`src/rtl/fifo_pkg.sv`:
```
// Shared constants and helpers for the parametrised synchronous FIFO.
package fifo_pkg;

    localparam int POLICY_DROP_NEW  = 0;
    localparam int POLICY_OVERWRITE = 1;

    function automatic int clog2(input int n);
        int r;
        r = 0;
        while ((1 << r) < n) r++;
        return r;
    endfunction

endpackage

```
`src/rtl/fifo_ram.sv`:
```
// Simple dual-port DEPTH x DATA_W storage for param_sync_fifo.
// Read port is registered by default, asynchronous under FIFO_FWFT_EN.
module fifo_ram #(
    parameter int DATA_W = 8,
    parameter int DEPTH  = 16,
    parameter int ADDR_W = 4
) (
    input  logic              clk,
    input  logic              rst_n,
    input  logic              we,
    input  logic [ADDR_W-1:0] waddr,
    input  logic [DATA_W-1:0] wdata,
    input  logic              re,
    input  logic [ADDR_W-1:0] raddr,
    output logic [DATA_W-1:0] rdata
);

    logic [DATA_W-1:0] mem_q [DEPTH];

    always_ff @(posedge clk) begin
        if (we) mem_q[waddr] <= wdata;
    end

`ifdef FIFO_FWFT_EN
    logic unused_ok;
    assign unused_ok = ^{rst_n, re};
    assign rdata = mem_q[raddr];
`else
    logic [DATA_W-1:0] rdata_q, rdata_d;

    // Old contents are read when a write hits the same address.
    always_comb begin
        rdata_d = rdata_q;
        if (re) rdata_d = mem_q[raddr];
    end

    always_ff @(posedge clk) begin
        if (!rst_n) rdata_q <= '0;
        else        rdata_q <= rdata_d;
    end

    assign rdata = rdata_q;
`endif

endmodule

```
`src/rtl/param_sync_fifo.sv`:
```
// Parametrised single-clock FIFO with overflow policy, level and sticky errors.
// Define FIFO_FWFT_EN for first-word-fall-through reads.
module param_sync_fifo
    import fifo_pkg::*;
#(
    parameter int DATA_W    = 8,
    parameter int DEPTH     = 16,
    parameter int ADDR_W    = clog2(DEPTH),
    parameter int OVERWRITE = 1,
    parameter int AFULL_TH  = DEPTH - 2,
    parameter int AEMPTY_TH = 1
) (
    input  logic              clk,
    input  logic              rst_n,
    input  logic              wr_en,
    input  logic [DATA_W-1:0] wr_data,
    input  logic              rd_en,
    output logic [DATA_W-1:0] rd_data,
    output logic              rd_valid,
    output logic              empty,
    output logic              full,
    output logic              almost_full,
    output logic              almost_empty,
    output logic [ADDR_W:0]   level,
    output logic              overflow,
    output logic              underflow,
    input  logic              clr_err
);

    localparam bit            OVW_POL = (OVERWRITE == POLICY_OVERWRITE);
    localparam logic [ADDR_W:0] DEPTH_L = (ADDR_W+1)'(DEPTH);
    localparam logic [ADDR_W:0] AF_L    = (ADDR_W+1)'(AFULL_TH);
    localparam logic [ADDR_W:0] AE_L    = (ADDR_W+1)'(AEMPTY_TH);

    logic [ADDR_W-1:0] wr_ptr_q, wr_ptr_d;
    logic [ADDR_W-1:0] rd_ptr_q, rd_ptr_d;
    logic [ADDR_W:0]   level_q, level_d;
    logic              empty_q, empty_d;
    logic              full_q, full_d;
    logic              afull_q, afull_d;
    logic              aempty_q, aempty_d;
    logic              ovf_q, ovf_d;
    logic              unf_q, unf_d;
    logic              rvld_q, rvld_d;

    logic rd_ok, push, ovw, inc;

    always_comb begin
        rd_ok = rd_en & ~empty_q;
        // A full FIFO still accepts a write when a pop frees the slot.
        push  = wr_en & (~full_q | rd_en | OVW_POL);
        ovw   = wr_en & full_q & ~rd_en & OVW_POL;
        inc   = push & ~ovw;

        wr_ptr_d = wr_ptr_q;
        rd_ptr_d = rd_ptr_q;
        if (push)          wr_ptr_d = wr_ptr_q + ADDR_W'(1);
        if (rd_ok || ovw)  rd_ptr_d = rd_ptr_q + ADDR_W'(1);

        level_d = level_q + {{ADDR_W{1'b0}}, inc}
                          - {{ADDR_W{1'b0}}, rd_ok};

        empty_d  = (level_d == '0);
        full_d   = (level_d == DEPTH_L);
        afull_d  = (level_d >= AF_L);
        aempty_d = (level_d <= AE_L);

        ovf_d  = (wr_en & full_q & ~rd_en) | (ovf_q & ~clr_err);
        unf_d  = (rd_en & empty_q) | (unf_q & ~clr_err);
        rvld_d = rd_ok;
    end

    always_ff @(posedge clk) begin
        if (!rst_n) begin
            wr_ptr_q <= '0;
            rd_ptr_q <= '0;
            level_q  <= '0;
            empty_q  <= 1'b1;
            full_q   <= 1'b0;
            afull_q  <= 1'b0;
            aempty_q <= 1'b1;
            ovf_q    <= 1'b0;
            unf_q    <= 1'b0;
            rvld_q   <= 1'b0;
        end else begin
            wr_ptr_q <= wr_ptr_d;
            rd_ptr_q <= rd_ptr_d;
            level_q  <= level_d;
            empty_q  <= empty_d;
            full_q   <= full_d;
            afull_q  <= afull_d;
            aempty_q <= aempty_d;
            ovf_q    <= ovf_d;
            unf_q    <= unf_d;
            rvld_q   <= rvld_d;
        end
    end

    fifo_ram #(
        .DATA_W (DATA_W),
        .DEPTH  (DEPTH),
        .ADDR_W (ADDR_W)
    ) u_ram (
        .clk   (clk),
        .rst_n (rst_n),
        .we    (push),
        .waddr (wr_ptr_q),
        .wdata (wr_data),
        .re    (rd_ok),
        .raddr (rd_ptr_q),
        .rdata (rd_data)
    );

`ifdef FIFO_FWFT_EN
    logic unused_rvld;
    assign unused_rvld = rvld_q;
    assign rd_valid    = ~empty_q;
`else
    assign rd_valid    = rvld_q;
`endif

    assign empty        = empty_q;
    assign full         = full_q;
    assign almost_full  = afull_q;
    assign almost_empty = aempty_q;
    assign level        = level_q;
    assign overflow     = ovf_q;
    assign underflow    = unf_q;

endmodule
```
`config.mk`:
```
export PLATFORM = sky130hd
export DESIGN_NAME = param_sync_fifo
export DESIGN_NICKNAME = d
export VERILOG_FILES = /design/src/rtl/fifo_pkg.sv /design/src/rtl/fifo_ram.sv /design/src/rtl/param_sync_fifo.sv
export SDC_FILE = /design/constraint.sdc
export NUM_CORES = 1
export LEC_CHECK = 0
export ABC_CLOCK_PERIOD_IN_PS = 3700
export CORE_UTILIZATION = 55
export DETAILED_ROUTE_END_ITERATION = 16
export MAX_ROUTING_LAYER = met4
export PLACE_DENSITY_LB_ADDON = 0.15
export SYNTH_ARGS = -nofsm -noshare
export SYNTH_HDL_FRONTEND = slang
export SYNTH_SLANG_ARGS = --single-unit
export TNS_END_PERCENT = 20
```
`constraint.sdc`:
```
create_clock -name clk -period 3.7 [get_ports clk]
set_input_delay 0.925 -clock clk [delete_from_list [all_inputs] [get_ports clk]]
set_output_delay 0.925 -clock clk [all_outputs]
set_load 0.01 [all_outputs]
```
# Word level (Yosys, flattened, before mapping)
# Memories as Yosys holds them, arrays and structs flattened. A register that Yosys moved wholly into a read port is not among the register bits.
# Index checks and enable logic that the tools add are counted.
dict set report classes {
  n_lt_le_gt_ge 2
  div_mod_pow 0
  n_shift 0
  addsub 4
  n_reduce_logical 3
  mul 0
  mux 2
  eq_ne 1
  n_bitwise 13
}
# cell n
set ops {}
lappend ops {{4-bit by 1-bit adder with 4-bit output (second input constant)} 2}
lappend ops {{1-bit bitwise AND} 7}
lappend ops {{5-bit by 1-bit adder with 5-bit output} 1}
lappend ops {{5-bit equality test (second input constant)} 1}
lappend ops {{5-bit by 4-bit greater-or-equal comparator with 1-bit output (second input constant)} 1}
lappend ops {{5-bit by 1-bit <= comparator with 1-bit output (second input constant)} 1}
lappend ops {{5-bit logical NOT} 1}
lappend ops {{5-bit by 1-bit subtractor with 5-bit output} 1}
lappend ops {{1-bit inverter} 4}
lappend ops {{1-bit 2-to-1 mux} 2}
lappend ops {{1-bit OR} 2}
lappend ops {{1-bit logical NOT} 1}
lappend ops {{1-bit logical OR} 1}
dict set report word_totals {
  reg_bits 20
  n_memories 1
  latchBits 0
  input_bits 13
  output_inout_bits 20
  elab_cells 36
  mem_bits_ro 0
  ram_bits 128
}
# name words word_bits read_ports rd_clocked_by_memory_dff write_ports line_no
set mem_list {}
lappend mem_list {u_ram.mem_q 16 8 1 1 1 fifo_ram.sv:18} ;# logic [DATA_W-1:0] mem_q [DEPTH];

# Longest topological paths before layout
# Gate-level depths: netlist (run 1).
dict set report depth {
  ltp_word 7
  ltp_mapped 10
  mapped_depth_nobuf 10
}

# Hierarchy
# A second synthesis (run 1) with hierarchy kept.
dict set report hier_totals {
  cells_unflattened 407
  area_unflattened_um2 6297.3
}
# mod seq_area_each_um2 n_inst area_each_um2 cells_per_inst
set by_module_without_submodules {}
lappend by_module_without_submodules {fifo_ram 4003.8 1 5351.4 318}
lappend by_module_without_submodules {param_sync_fifo 400.4 1 945.9 89}

# Least setup slack after synthesis (run 1)
# OpenSTA, ideal clock, no wires.
dict set report synth_timing {
  path_kind {in2reg}
  from {input wr_en}
  to {register full_q (netlist: full)}
  cell_stages 10
  required_time_ns 3.609
  setup_slack_ns 0.607
  n_path_buf 1
  setup_ns 0.091
  arrival_time_ns 3.002
  path_cell_list {clkbuf_1 o21ai_0 ha_1 inv_1 ha_1 fa_1 a21o_1 a21oi_1 xnor2_1 nor4bb_1}
}
dict set report synth_between {
  elab_chain_len 7
}
# element line_no
set synth_rtl {}
lappend synth_rtl {{start, declared} param_sync_fifo.sv:15} ;# input logic wr_en,
lappend synth_rtl {{1-bit bitwise AND (2 in a row)} param_sync_fifo.sv:52} ;# ovw = wr_en & full_q & ~rd_en & OVW_POL;
lappend synth_rtl {{1-bit inverter} param_sync_fifo.sv:53} ;# inc = push & ~ovw;
lappend synth_rtl {{1-bit bitwise AND *} param_sync_fifo.sv:53}
lappend synth_rtl {{5-bit by 1-bit adder with 5-bit output *} param_sync_fifo.sv:60} ;# level_d = level_q + {{ADDR_W{1'b0}}, inc}
lappend synth_rtl {{5-bit by 1-bit subtractor with 5-bit output *} param_sync_fifo.sv:61} ;# - {{ADDR_W{1'b0}}, rd_ok};
lappend synth_rtl {{5-bit equality test *} param_sync_fifo.sv:64} ;# full_d = (level_d == DEPTH_L);
lappend synth_rtl {{end signal, assigned} param_sync_fifo.sv:90} ;# full_q <= full_d;
lappend synth_rtl {{end, declared} param_sync_fifo.sv:39} ;# logic full_q, full_d;
# Mark *: on every way between the ends. The rest lies on a longest branch, timed or not.
# A chain may end at the register's enable or synchronous reset.

# Worst setup path after layout (run 1)
dict set report layout_timing {
  from {input rd_en}
  to {register full_q (netlist: full)}
}
dict set report layout_between {
  elab_chain_len 7
  elab_cells_between_ends 8
  cone_classes {add/sub: 2; eq/ne: 1; bitwise: 5}
}
# element line_no
set layout_rtl {}
lappend layout_rtl {{start, declared} param_sync_fifo.sv:17} ;# input logic rd_en,
lappend layout_rtl {{1-bit inverter} param_sync_fifo.sv:52}
lappend layout_rtl {{1-bit bitwise AND} param_sync_fifo.sv:52}
lappend layout_rtl {{1-bit inverter} param_sync_fifo.sv:53}
lappend layout_rtl {{1-bit bitwise AND} param_sync_fifo.sv:53}
lappend layout_rtl {{5-bit by 1-bit adder with 5-bit output} param_sync_fifo.sv:60}
lappend layout_rtl {{5-bit by 1-bit subtractor with 5-bit output *} param_sync_fifo.sv:61}
lappend layout_rtl {{5-bit equality test *} param_sync_fifo.sv:64}
# Marked as above.

==> results.cfg, run 1 <==
[placement]
place.gp.congestion = 0.785
dp.cells = 513
hpwl_mm = 7.20
placed_cell_area_um2 = 6670
port_buffers = 32

[worst_setup_path]
cp.arrival_ns = 3.34
crit_path_start_kind = primary input
crit_required_ns = 4.03
worst-setup-path-type = primary input to flop
timing.rr.start = empty
end_kind = flop
critical_path.startpoint = rd_en
cp_max_fo = 5

[finish]
fin_cells = 545
layout_common_cells = edfxtp_1, clkdlybuf4s50_1, and2_1
final_area_um2 = 7330
drive_gt1_share_pct = 14.8
mostFrequentLayoutCell = edfxtp_1
fill_cells = 748
fin_util_pct = 67.0
synthToLayoutAreaGrowth_pct = 17.7
nets = 416
insertedDiodeCount = 0

[yosys]
ys_ff_latch = 156
synth_cell_types = 40
syn_nets = 377
synth-warning-count = 0
ys.flop_type = edfxtp_1
synth-edff-count = 128
netlist_area_um2 = 6230
synth_area_per_cell_um2 = 17.6
synthCells = 353
ys_seq_area_share_pct = 70.7
async_flop_share_pct = 0

[power]
switching_power_mw = 1.08
peakVddDrop_v = 0.000574
power.density_nw_per_um2 = 645
seq_power_share_pct = 43.4
comb_power_share_pct = 15.6
clockPowerShare_pct = 41.0
total_power_mw = 4.73
p_int_mw = 3.65
netSwitchingFraction_pct = 22.8
cellLeakagePower_nw = 2.47

[timing]
setup_viol = 0
slew_viol_final = 0
fin_crit_sh_pct = 81.6
hold_violations = 0
fin_setup_tns_ns = 0
rsz0062_at_grt = no
slew_headroom_pct = 50.4
worst_pin_slew_ns = 0.744
fin_skew_ns = 0.0108
finalCriticalPeriod_ns = 3.02
clock.fmax_ghz = 0.331

[hold_path]
hp-start = underflow
hold_path.class = flop to flop

[routing]
wl_per_cell_um = 20.5
vias_per_cell = 5.68
drc = 0
drt_iter0_drc = 168
drtPass1Iterations = 4
vias = 3093
ant_nets = 0
wl_mm = 11.2

[grt]
globalRoute.totalOverflow = 0
grt_max_degree = 29
grt_pass1_wl_mm = 17.7
grt_pass1_vias = 3230
track_usage_pct = 22.1
antenna_found_initial = 0

[clock_tree]
cts_buffer_depth = 2
postCtsSetupBuffers = 0
clk_latency_ns = 0.42
clkTransAtPathRegs_ns = 0.06
cts_tree = built
clockRootBuffer = clkbuf_16
hold_buffers = 0
numClockSinks = 156
cts.repair.resized = 0
htreeDepth = 4
cts_buffers = 17

[die]
ios = 33
core_region_area_um2 = 10900
die_w_um = 108
rows = 38
initial_utilization_pct = 57.0
die_area_um2 = 11800
die_h_um = 108

[run_status]
status = completed

[run]
cap_violations = 0
[path summary, 6_finish.rpt]
| kind | cells after the start | slack (ns) | end |
|---|---|---|---|
| max reg2reg | 10 | 1.25 | full |
| max | 10 | 0.68 | full |
| min reg2reg | 2 | 0.48 | underflow |
| min | 2 | 0.48 | underflow |
[synthesized netlist by cell type (all sizes together), types with 5 or more instances]
| cell | instances | share of area (%) |
|---|---|---|
| xor2 | 5 | 0.70 |
| o21ai | 8 | 0.64 |
| clkbuf | 5 | 0.30 |
| a221oi | 8 | 1.1 |
| inv | 9 | 0.54 |
| buf | 13 | 1.4 |
| mux4 | 23 | 8.8 |
| a22oi | 7 | 0.84 |
| mux2i | 19 | 3.1 |
| ha | 10 | 2.0 |
| nand2 | 13 | 0.78 |
| mux2 | 8 | 1.4 |
| dfxtp | 28 | 9.0 |
| edfxtp | 128 | 62 |
| xnor2 | 5 | 0.70 |
| and2 | 30 | 3.0 |
[logic make-up (layout without fill, tap and decap cells)]
family                     Yosys count  in the layout  share of synthesized area [%]
AOI/OAI and AO/OA                   37             37                           4.32
xor gates and xnor gates            10             10                           1.41
adders and majority gates           11             11                           2.33
buffers and inverters               27             79                           2.23
DFF                                156            156                           70.7
muxes                               50             50                           13.3
and+or+nand+nor                     62             62                           5.72
[cell type report]
cell class              count  area (µm²)  area share [%]
clock buffers              20         447            6.09
clock inverters            12         218            2.97
inverters                   9        33.8           0.461
multi-input cells         170        1690            23.0
flip-flops and latches    156        4410            60.1
well taps                 140         175            2.39
repair buffers             38         365            4.98
[power by group through the flow]
stage                     registers (mW)  clock network [mW]  logic (mW)
after detailed placement            2.09                   0       0.744
final                               2.05                1.94       0.738
after floorplan                     2.09                   0       0.487
after global routing                2.06                2.04       0.818
after global placement              2.09                   0       0.729
after CTS                           2.05                1.96       0.750
[state kept, by name, summed over array words and instances (netlist names)]
register / count
full: 1
u_ram.rdata: 8
rd_valid: 1
empty: 1
almost_empty: 1
wr_ptr_q: 4
rd_ptr_q: 4
u_ram.mem_q: 128
level: 5
overflow: 1
almost_full: 1
underflow: 1
[worst max-delay path, stage by stage]
cell and delay [ns]:
clkdlybuf4s50_1 0.53, o21ai_0 0.11, ha_1 0.28, inv_1 0.04
ha_1 0.20, fa_1 0.40, a21o_1 0.17, a21oi_1 0.16
xnor2_1 0.22, nor4bb_1 0.30
[layer usage]
| layer | GRT usage (%) | part of all wire [%] | wire length (µm) | vias to the layer above |
|---|---|---|---|---|
| met5 | - | 0 | 0 | - |
| met3 | 6.03 | 5.1 | 568 | 9 |
| met4 | 7.14 | 0.88 | 98 | 0 |
| met2 | 33.2 | 48 | 5410 | 78 |
| met1 | 29.5 | 46 | 5090 | 1551 |
| li1 | - | - | - | 1455 |
[metrics by stage]
| step | hold slack, ns | worst slack [ns] |
|---|---|---|
| after floorplan | 0.497 | 0.607 |
| after global placement | 0.468 | 0.288 |
| after detailed placement | 0.474 | 0.230 |
| after CTS | 0.483 | 0.702 |
| after global routing | 0.502 | 0.489 |
| final | 0.476 | 0.682 |
No activity file was read; power rests on OpenSTA's default activity.
==> inputs of run 2 (changes only) <==
Settings changed: ABC_CLOCK_PERIOD_IN_PS 3700 to 2670, CORE_UTILIZATION 55 to 53.
Clock period 3.7 ns to 2.67 ns, I/O delays scaled along.
==> run 2 against run 1 <==
Utilization down 0.94 points; critical endpoint unchanged; clock skew down 0.0024 ns; die area up 3.7%; register-to-register slack worse by 0.86 ns; combinational power up 59%.
==> results.cfg, run 2 (synthesis results as in run 1) <==
[run_status]
status = completed

[placement]
dp.cells = 537
hpwl_mm = 7.18
placed_cell_area_um2 = 6900
dp_slack_ns = -0.546
place.gp.congestion = 0.734
port_buffers = 32

[worst_setup_path]
end_kind = flop
r2r_slack_ns = 0.39
crit_path_start_kind = primary input
cp.arrival_ns = 2.94
r2r_cells = 9
critical_path.startpoint = rd_en
timing.rr.start = empty
worst-setup-path-type = primary input to flop
rr_endpoint = full
endpoint = full
cp_max_fo = 4
crit_required_ns = 2.99

[grt]
antenna_found_initial = 0
globalRoute.totalOverflow = 0
grt_pass1_vias = 3283
grt_use_met2_pct = 32.9
top_usage_layer = met2
track_usage_pct = 21.0
grtUsageMet3_pct = 5.32
grt_pass1_wl_mm = 18.2
met1_usage_pct = 26.7
grt_max_degree = 42

[hold_path]
hold_path.class = flop to flop

[clock_tree]
cts_buffer_depth = 2
clockRootBuffer = clkbuf_16
clkTransAtPathRegs_ns = 0.06
clk_latency_ns = 0.42
numClockSinks = 156
htreeDepth = 4
cts_buffers = 17
cts_tree = built
postCtsSetupBuffers = 0

[timing]
setup_viol = 0
finalCriticalPeriod_ns = 2.62
rsz0062_at_grt = yes
slew_headroom_pct = 55.1
fin_crit_sh_pct = 98.1
fin_setup_tns_ns = 0
hold_violations = 0
worst_pin_slew_ns = 0.672
fin_skew_ns = 0.00838
clock.fmax_ghz = 0.382
fin_ws_ns = 0.0500
slew_viol_final = 0

[finish]
nets = 437
regMostFlops = u_ram.mem_q
insertedDiodeCount = 0
mostFrequentLayoutCell = edfxtp_1
final_area_um2 = 7550
synthToLayoutAreaGrowth_pct = 21.1
layout_common_cells = edfxtp_1, clkdlybuf4s50_1, and2_1
fin_util_pct = 66.1
fin_cells = 569
largest_register_ffs = 128
drive_gt1_share_pct = 19.5

[die]
ios = 33
die_area_um2 = 12200
core_region_area_um2 = 11400
die_h_um = 110
initial_utilization_pct = 54.6
rows = 39
die_w_um = 110

[run]
cap_violations = 0

[power]
power.density_nw_per_um2 = 872
cellLeakagePower_nw = 2.59
peakVddDrop_v = 0.000866

[routing]
vias = 3244
drt_iter0_drc = 237
wl_per_cell_um = 20.4
drtPass1Iterations = 4
wl_mm = 11.6
ant_nets = 0
drc = 0
vias_per_cell = 5.70
[run 2: cell count changes in the layout (fill, tap and decap cells not counted), sizes merged]
cell,before,now
clkinvlp,3,2
clkbuf,20,19
bufinv,6,5
buf,6,27
clkinv,3,6
[run 2: power breakdown]
part           total [mW]  internal [mW]  switching, mW
combinational        1.17          0.631          0.538
clock                2.57           1.65          0.919
sequential           2.85           2.75         0.0944
total                6.58           5.03           1.55
[run 2: repair_timing]
action                                  CTS  global route
gates cloned                              0             0
pin swaps                                 1             1
hold buffers                              0             0
endpoints found under the setup margin    1             2
gates resized for setup                   3             0
[run 2: cell type report]
| type | instances | area [µm²] |
|---|---|---|
| repair buffers | 59 | 598 |
| clock buffers | 19 | 433 |
| clock inverters | 13 | 198 |
| fillers | 812 | 3870 |
| inverters | 9 | 33.8 |
| well taps | 143 | 179 |
| multi-input cells | 170 | 1700 |
| flip-flops and latches | 156 | 4410 |
[run 2: critical path, cell delays in order]
cell and delay, ns:
clkdlybuf4s50_1 0.53, o21ai_0 0.12, ha_1 0.28, inv_1 0.04, ha_1 0.20, fa_2 0.35
xor2_1 0.18, or3_1 0.33, nor4bb_1 0.26
[run 2: worst min path at each step]
| stage | slack, ns | to | start | cells after the start |
|---|---|---|---|---|
| finish | 0.49 | u_ram.rdata[1] | u_ram.rdata[1] | 2 |
| global route | 0.51 | overflow | overflow | 2 |
| CTS | 0.50 | u_ram.rdata[1] | u_ram.rdata[1] | 2 |
| detailed placement | 0.48 | u_ram.rdata[1] | u_ram.rdata[1] | 2 |
| global placement | 0.47 | underflow | underflow | 2 |
| floorplan | 0.50 | underflow | underflow | 2 |
[run 2: per-stage QoR]
stage	hold slack (ns)	total power, mW
global placement	0.468	4.00
CTS	0.497	6.62
finish	0.492	6.58
global route	0.513	6.83
detailed placement	0.482	4.02
floorplan	0.497	3.57
[run 2: routing by layer]
| layer | share of wire (%) | vias up |
|---|---|---|
| met1 | 44 | 1640 |
| met4 | 1.2 | 0 |
| li1 | - | 1494 |
| met3 | 4.4 | 11 |
| met5 | 0 | - |
| met2 | 51 | 99 |
==> inputs of run 3 (changes only) <==
Settings changed: HOLD_SLACK_MARGIN set to 0.03, TNS_END_PERCENT 20 to 10.
==> results of run 3 <==
Same layout as run 2: the final DEF is identical, and so are final timing and power.
==> RTL change (settings of run 1) <==
The option `FIFO_FWFT_EN` is turned on by a define.
--- a/src/rtl/fifo_ram.sv
+++ b/src/rtl/fifo_ram.sv
@@ -1,5 +1,7 @@
 // Simple dual-port DEPTH x DATA_W storage for param_sync_fifo.
 // Read port is registered by default, asynchronous under FIFO_FWFT_EN.
+`define FIFO_FWFT_EN
+
 module fifo_ram #(
     parameter int DATA_W = 8,
     parameter int DEPTH  = 16,
Check against the original RTL: not equivalent (a bounded check fails within 4 cycles, from zero or initial values and one cycle with rst_n low).
==> RTL change against run 1 <==
Routed wire length is 0.19% lower. Sequential power is 4% lower. Combinational power is 8.3% higher. Count of clock-buffer cells in the layout stayed put. Register-to-register slack worse by 0.05 ns. Hold slack better by 0.0084 ns. Setup slack worse by 0.52 ns. Sequential cell count is 5 lower. Area after synthesis is 2.8% lower. Sequential share of layout area is 0.38 points higher. Total power is 7.0% lower. Design area is 2.8% lower. Highest routed layer unchanged.
==> RTL change: results (changes against run 1) <==
Clock tree:
- The buffers inserted during post-CTS setup optimization was 2 (was 0).
- The clock latency of the later-clocked register in the worst-skew pair is 0.53 ns (was 0.42 ns).

Global routing:
- The global-route wire length before repair was 17.0 mm (was 17.7 mm).
- The global router's overall resource usage is 22.6% (was 22.1%).
- The number of global-route vias before repair is 2881 (was 3230).
- The maximum number of pins on one net before global-route repair is 33 (was 29).
- The met2 capacity usage during global routing was 32.9% (was 33.2%).
- The global routing usage on met1 is 30.8% (was 29.5%).

Power and ir drop:
- The net switching power is 1030 uW (was 1080 uW).
- The largest vdd supply drop was 0.440 mV (was 0.574 mV).
- The overall power of the completed layout is 4400 uW (was 4730 uW).

Synth:
- Commonest cells post-synth: edfxtp_1 (128), and2_1 (28), mux4_1 (24) (was edfxtp_1 (128), and2_1 (30), dfxtp_1 (28)).
- The xor/xnor cell area share of the yosys netlist came to 1.30% (was 1.41%).
- The adder-cell area share of the yosys netlist is 2.40% (was 2.33%).
- Synth area leaders: edfxtp_1 (63%), mux4_1 (10%), dfxtp_1 (7.6%) (was edfxtp_1 (62%), dfxtp_1 (9.0%), mux4_2 (5.4%)).
- The post-synthesis cell type count came to 36 (was 40).
- The share of the synthesized area in compound gates (AO/OA/AOI/OAI) is 1.43% (was 4.32%).

Route:
- The number of DRC markers in iteration 0 was 152 (was 168).
- The overall routed net length is 11.2 mm (about the same).
- The total length of routed met2 wires is 5.64 mm (was 5.41 mm).

Placement:
- The routability-driven placement congestion ratio is 0.748 (was 0.785).

Final layout:
- The number of nets at the end of the flow is 370 (was 416).

Status:
- Run status: finished, final reports clean (unchanged).

Timing:
- The setup skew after layout is 0.00689 ns (was 0.0108 ns).
- The max-slew headroom at the worst pin is 54.7% (was 50.4%).

Setup path:
- The dominant delay contributor by cell family on the critical path is multiplexers (was adder cells).
- The startpoint-to-endpoint class of the critical path is flop to primary output (was input pin to flop).
- The maximum cell stage delay along the critical path is 0.56 ns (was 0.53 ns).
## RTL change: cell types whose count changed after synthesis, moves of 7 or more
cell	before	now
a221oi_1	8	0
mux2_2	8	0
o21ai_0	8	1
mux2i_1	19	1
mux4_1	8	24
a22oi_1	7	0
## RTL change: area by class of cell
| type | instances | area [um2] |
|---|---|---|
| clock buffer | 20 | 425 |
| sequential | 151 | 4310 |
| fill | 664 | 3390 |
| inverter | 11 | 41.3 |
| tap | 136 | 170 |
| clock inverter | 12 | 134 |
| multi-input combinational | 127 | 1610 |
| timing repair buffer | 38 | 433 |
## RTL change: stage by stage
stage | instance area (um2) | worst slack [ns] | std cells | utilization [%]
6_report | 7120 | 0.158 | 495 | 67.8
3_5_place_dp | 6500 | 0.205 | 460 | 61.9
5_1_grt | 7120 | 0.0783 | 495 | 67.8
3_3_place_gp | 6500 | 0.262 | 460 | 61.9
2_1_floorplan | 6060 | 0.608 | 301 | -
4_1_cts | 7110 | 0.00174 | 495 | 67.7
